`src/rtl/tact_sqrt_seq.sv`:
```
// Sequential restoring square root producing t_act = sqrt(t_sq) * 2^FRAC_BITS.
// Define TACT_SQRT_ROUND_EN for round-half-up with one extra guard iteration.
module tact_sqrt_seq #(
    parameter int FRAC_BITS = 8
) (
    input  logic        clk,
    input  logic        rst_n,
    input  logic        in_valid,
    output logic        in_ready,
    input  logic [15:0] t_sq,
    output logic [15:0] t_act,
    output logic        t_valid,
    output logic        busy
);

    localparam int ITER = 8 + FRAC_BITS;
`ifdef TACT_SQRT_ROUND_EN
    localparam int NSTEP = ITER + 1;
`else
    localparam int NSTEP = ITER;
`endif
    localparam int RW = 2 * NSTEP;
    localparam int CW = $clog2(NSTEP + 1);

    localparam logic [1:0] S_IDLE = 2'd0;
    localparam logic [1:0] S_CALC = 2'd1;
    localparam logic [1:0] S_DONE = 2'd2;

    logic [1:0]       r_state;
    logic [RW-1:0]    r_rad;
    logic [NSTEP+1:0] r_rem;
    logic [NSTEP-1:0] r_root;
    logic [CW-1:0]    r_cnt;
    logic [15:0]      r_t_act;
    logic             r_t_valid;

    logic [RW-1:0]    w_rad_ld;
    logic [NSTEP+1:0] w_rem_sh;
    logic [NSTEP+1:0] w_trial;
    logic [NSTEP+1:0] w_rem_nxt;
    logic [NSTEP-1:0] w_root_nxt;
    logic [ITER-1:0]  w_res;
    logic             w_ge;
    logic             w_unused;

    // Fractional bits come from appending zero bit-pairs below the radicand
    assign w_rad_ld   = RW'(t_sq) << (2 * (NSTEP - 8));
    assign w_rem_sh   = {r_rem[NSTEP-1:0], r_rad[RW-1 -: 2]};
    assign w_trial    = {r_root, 2'b01};
    assign w_ge       = (w_rem_sh >= w_trial);
    assign w_rem_nxt  = w_ge ? (w_rem_sh - w_trial) : w_rem_sh;
    assign w_root_nxt = {r_root[NSTEP-2:0], w_ge};
    // Remainder top bits only matter for the final comparison width
    assign w_unused   = ^r_rem[NSTEP+1:NSTEP];

`ifdef TACT_SQRT_ROUND_EN
    logic [ITER-1:0] w_hi;
    assign w_hi  = w_root_nxt[NSTEP-1:1];
    assign w_res = (&w_hi) ? w_hi
                           : w_hi + {{(ITER-1){1'b0}}, w_root_nxt[0]};
`else
    assign w_res = w_root_nxt;
`endif

    always_ff @(posedge clk) begin
        if (!rst_n) begin
            r_state   <= S_IDLE;
            r_rad     <= '0;
            r_rem     <= '0;
            r_root    <= '0;
            r_cnt     <= '0;
            r_t_act   <= 16'h0000;
            r_t_valid <= 1'b0;
        end else begin
            r_t_valid <= 1'b0;
            case (r_state)
                S_IDLE: begin
                    if (in_valid) begin
                        r_rad   <= w_rad_ld;
                        r_rem   <= '0;
                        r_root  <= '0;
                        r_cnt   <= CW'(NSTEP - 1);
                        r_state <= S_CALC;
                    end
                end
                S_CALC: begin
                    r_rad  <= r_rad << 2;
                    r_rem  <= w_rem_nxt;
                    r_root <= w_root_nxt;
                    if (r_cnt == '0) begin
                        r_t_act   <= 16'(w_res);
                        r_t_valid <= 1'b1;
                        r_state   <= S_DONE;
                    end else begin
                        r_cnt <= r_cnt - 1'b1;
                    end
                end
                S_DONE: begin
                    r_state <= S_IDLE;
                end
                default: begin
                    r_state <= S_IDLE;
                end
            endcase
        end
    end

    assign in_ready = (r_state == S_IDLE);
    assign busy     = (r_state == S_CALC);
    assign t_act    = r_t_act;
    assign t_valid  = r_t_valid;

endmodule

```
`config.mk`:
```
export PLATFORM = sky130hd
export DESIGN_NAME = tact_sqrt_seq
export DESIGN_NICKNAME = d
export VERILOG_FILES = /design/src/rtl/tact_sqrt_seq.sv
export SDC_FILE = /design/constraint.sdc
export NUM_CORES = 1
export LEC_CHECK = 0
export ABC_AREA = 1
export CORE_ASPECT_RATIO = 0.6
export CORE_MARGIN = 4
export CORE_UTILIZATION = 45
export CTS_CLUSTER_SIZE = 24
export DETAILED_ROUTE_END_ITERATION = 6
export GPL_ROUTABILITY_DRIVEN = 1
export PLACE_DENSITY = 0.65
export SYNTH_ARGS = -nofsm -noshare
export SYNTH_HDL_FRONTEND = slang
export SYNTH_SLANG_ARGS = --single-unit
```
`constraint.sdc`:
```
create_clock -name clk -period 4.23 [get_ports clk]
set_input_delay 0.846 -clock clk [delete_from_list [all_inputs] [get_ports clk]]
set_output_delay 0.846 -clock clk [all_outputs]
set_load 0.1 [all_outputs]
```
==> summary.txt <==
GRT
  • Tot GR Track Use: 0.199
  • Vias in the first global route: 3493
  • GRT Residual Overflow: 0
  • Largest net degree at the start of global routing: 53
  • Initial antenna violation count: 0
  • Global-route wire length before repair: roughly 17 mm

Synth
  • Async S/R FF share, synth: 0
  • Yosys top cell by area: dfxtp_1
  • Cell Area, Synth: 0.00410 mm^2
  • Largest family of logic cells by synthesized area: simple AND/OR/NAND/NOR gates
  • Area share of the largest cell type after synthesis: 0.352
  • Ys flop type: dfxtp_1
  • Mapped Avg Cell Area: 6.69 um^2
  • Post-Synth Simple-Gate Area: 0.352
  • Main area contributors after synthesis: dfxtp_1 (35%), nand2_1 (19%), inv_1 (7.9%)
  • Most numerous cell in the Yosys netlist: nand2_1
  • List of most frequent post-synthesis cells: nand2_1 (210), inv_1 (86), dfxtp_1 (72)
  • Xor/xnor share of the synthesized area: 0.0128
  • Number of flops mapped to enable cells by yosys: 0
  • Post-Synthesis Cells: 612
  • Adder-Cell Fraction of Synth Area: 0.0611
  • Post-Syn Nets: about 650
  • Cell variety after synth: 35
  • Synth Area in Compound Gates: 0.116
  • Register bit total from synthesis: 72
  • Synthesis Warnings: 0
  • Multiplexer share of the synthesized area: 0
  • Sequential area share after synthesis: 0.352

Final layout
  • Area delta synth->final: 18.3%
  • Final instance area: 0.00484 mm^2
  • Antenna cells: 0
  • Share of layout cells above drive strength 1: 0.0972
  • NumNets Final: 682

Outcome
  • Outcome: finished, final reports clean

Detailed routing
  • Post-Route WL: 10.4 mm
  • Max layer used: met4
  • DRC Markers: 0
  • Via Count: 3877
  • Drt pass-1 iters: 6
  • WL met3: 624 um
  • Post-DR wirelength/cell: 13.6 um
  • Detailed Route Iter0 Violations: 288
  • Met2 WL: 4.11 mm
  • Antenna-violating nets left: 0
  • DR vias/cell: 5.10
  • M1 wire length: roughly 5.5 mm

Placement
  • Routability congestion estimate: 0.912
  • Placed cell areas: 0.00454 mm^2
  • I/O Buffers: 37
  • Place WS: 1.36 ns
  • Post-DP HPWL: 7.66 mm

CTS
  • Cts repair resizes: 0
  • CTS hold repair buffers: 0
  • Clock transition at the registers of the reported paths: 0.05 ns
  • Sink Count: 72
  • H-tree levels: 3
  • Post CTS Setup Buffer Count: 0
  • Max Root-Sink Buffers: 2
  • CTS tree: done
  • Total CTS buffers: 9
  • Clk Latency, worst-skew pair: 0.33 ns
  • Root Buffer: clkbuf_16

Timing
  • Final setup TNS: 0 ns
  • Worst Clk Skew: 0.00349 ns
  • Final setup viols: 0
  • FMAX: 0.340 GHz
  • RSZ-0062 raised after global routing: false
  • Final period util: 0.696
  • Minimum clock period: slightly below 3 ns
  • Slew margin rel.: 0.267
  • Final Hold Fails: 0
  • Worst slew pin tran: 1.10 ns
  • Count of final max-slew check failures: 0
  • Worst Setup Slack, final: 1.29 ns

Power and ir drop
  • PwrDens: 686 mW/mm^2
  • Pleak: around 2.1 nW
  • VDD IR max: ~0.00046 V

Hold path
  • HP Class: reg2reg

Worst setup path
  • WP data required: 3.38 ns
  • Crit path capture type: output port
  • Crit path DAT: approximately 2.1 ns
  • Path type of the worst setup path: reg2out
  • Crit Path Max Fanout: 2
  • CP Launch Type: flop

Die
  • Std-Cell Rows: 26
  • Die area: 0.0107 mm^2
  • Die Width: 131 um
  • I/O Pins: 38
  • Core area: 0.00869 mm^2
  • Starting Density: 0.471
  • Die height: 81.9 um

Job
  • Max_cap viols: 0
## logic make-up after synthesis
group,count (synthesis)
buf+inv,111
compound gates,83
flops,72
fa+ha+maj,20
xor+xnor,6
simple gates,320
## per-layer routing
layer / vias up / GRT usage
met5: - / 0
met4: 0 / 0.0472
met3: 15 / 0.0483
met2: 112 / 0.282
met1: 1750 / 0.302
li1: 2000 / -
## layout make-up
class,instances,area (um^2)
tap,112,140
sequential,72,1440
fill,885,3840
clock inverter,3,40.0
inverter,90,338
timing repair buffer,41,400
clock buffer,13,260
multi-input combinational,429,2220
## path summary, 6_finish.rpt
path	from	endpoint	slack [ns]	depth (start not counted)
setup / recovery	r_state[1]	in_ready	1.29	2
hold / removal	r_cnt[4]	r_cnt[4]	0.45	1
setup reg to reg	r_state[0]	t_act[3]	1.75	7
hold reg to reg	r_cnt[4]	r_cnt[4]	0.45	1
## where the power goes
part / internal [W] / switching [W]
Sequential: 0.000741 / 0.0000459
Combinational: 0.000571 / 0.00121
Clock: 0.000487 / 0.000264
Total: 0.00180 / 0.00152
## sequential cells by signal (all words and copies together), names as in the netlist
name and count:
t_act 16, r_cnt 5, r_state 2, r_root 16
r_rad 16, t_valid 1, r_rem 16
## worst max-delay path, stage by stage (launching register included)
cell and delay [ns]:
dfxtp_1 0.33, nor2_1 0.24, clkdlybuf4s50_1 1.19
## per-stage QoR
stage	total power [W]	std cells	utilization	hold slack, ns
6_report	0.00332	760	0.558	0.454
5_1_grt	0.00361	760	0.558	0.474
4_1_cts	0.00332	760	0.558	0.453
3_5_place_dp	0.00256	744	0.523	0.445
3_3_place_gp	0.00253	744	0.523	0.447
2_1_floorplan	0.00221	612	-	0.429
## placed cells by master, fill, tap and decap left out, types with 10 or more instances in the layout
cell type        Yosys  final
a21oi_1             39     39
a31oi_1             16     16
clkdlybuf4s50_1      0     37
dfxtp_1             72     72
ha_1                20     20
inv_1               86     86
nand2_1            210    210
nand2_2             15     15
nand3_1             37     37
nand3_2             10     10
nor2_1              27     27
o21ai_0             19     19
Note: power is estimated with default switching activity, not from simulation.
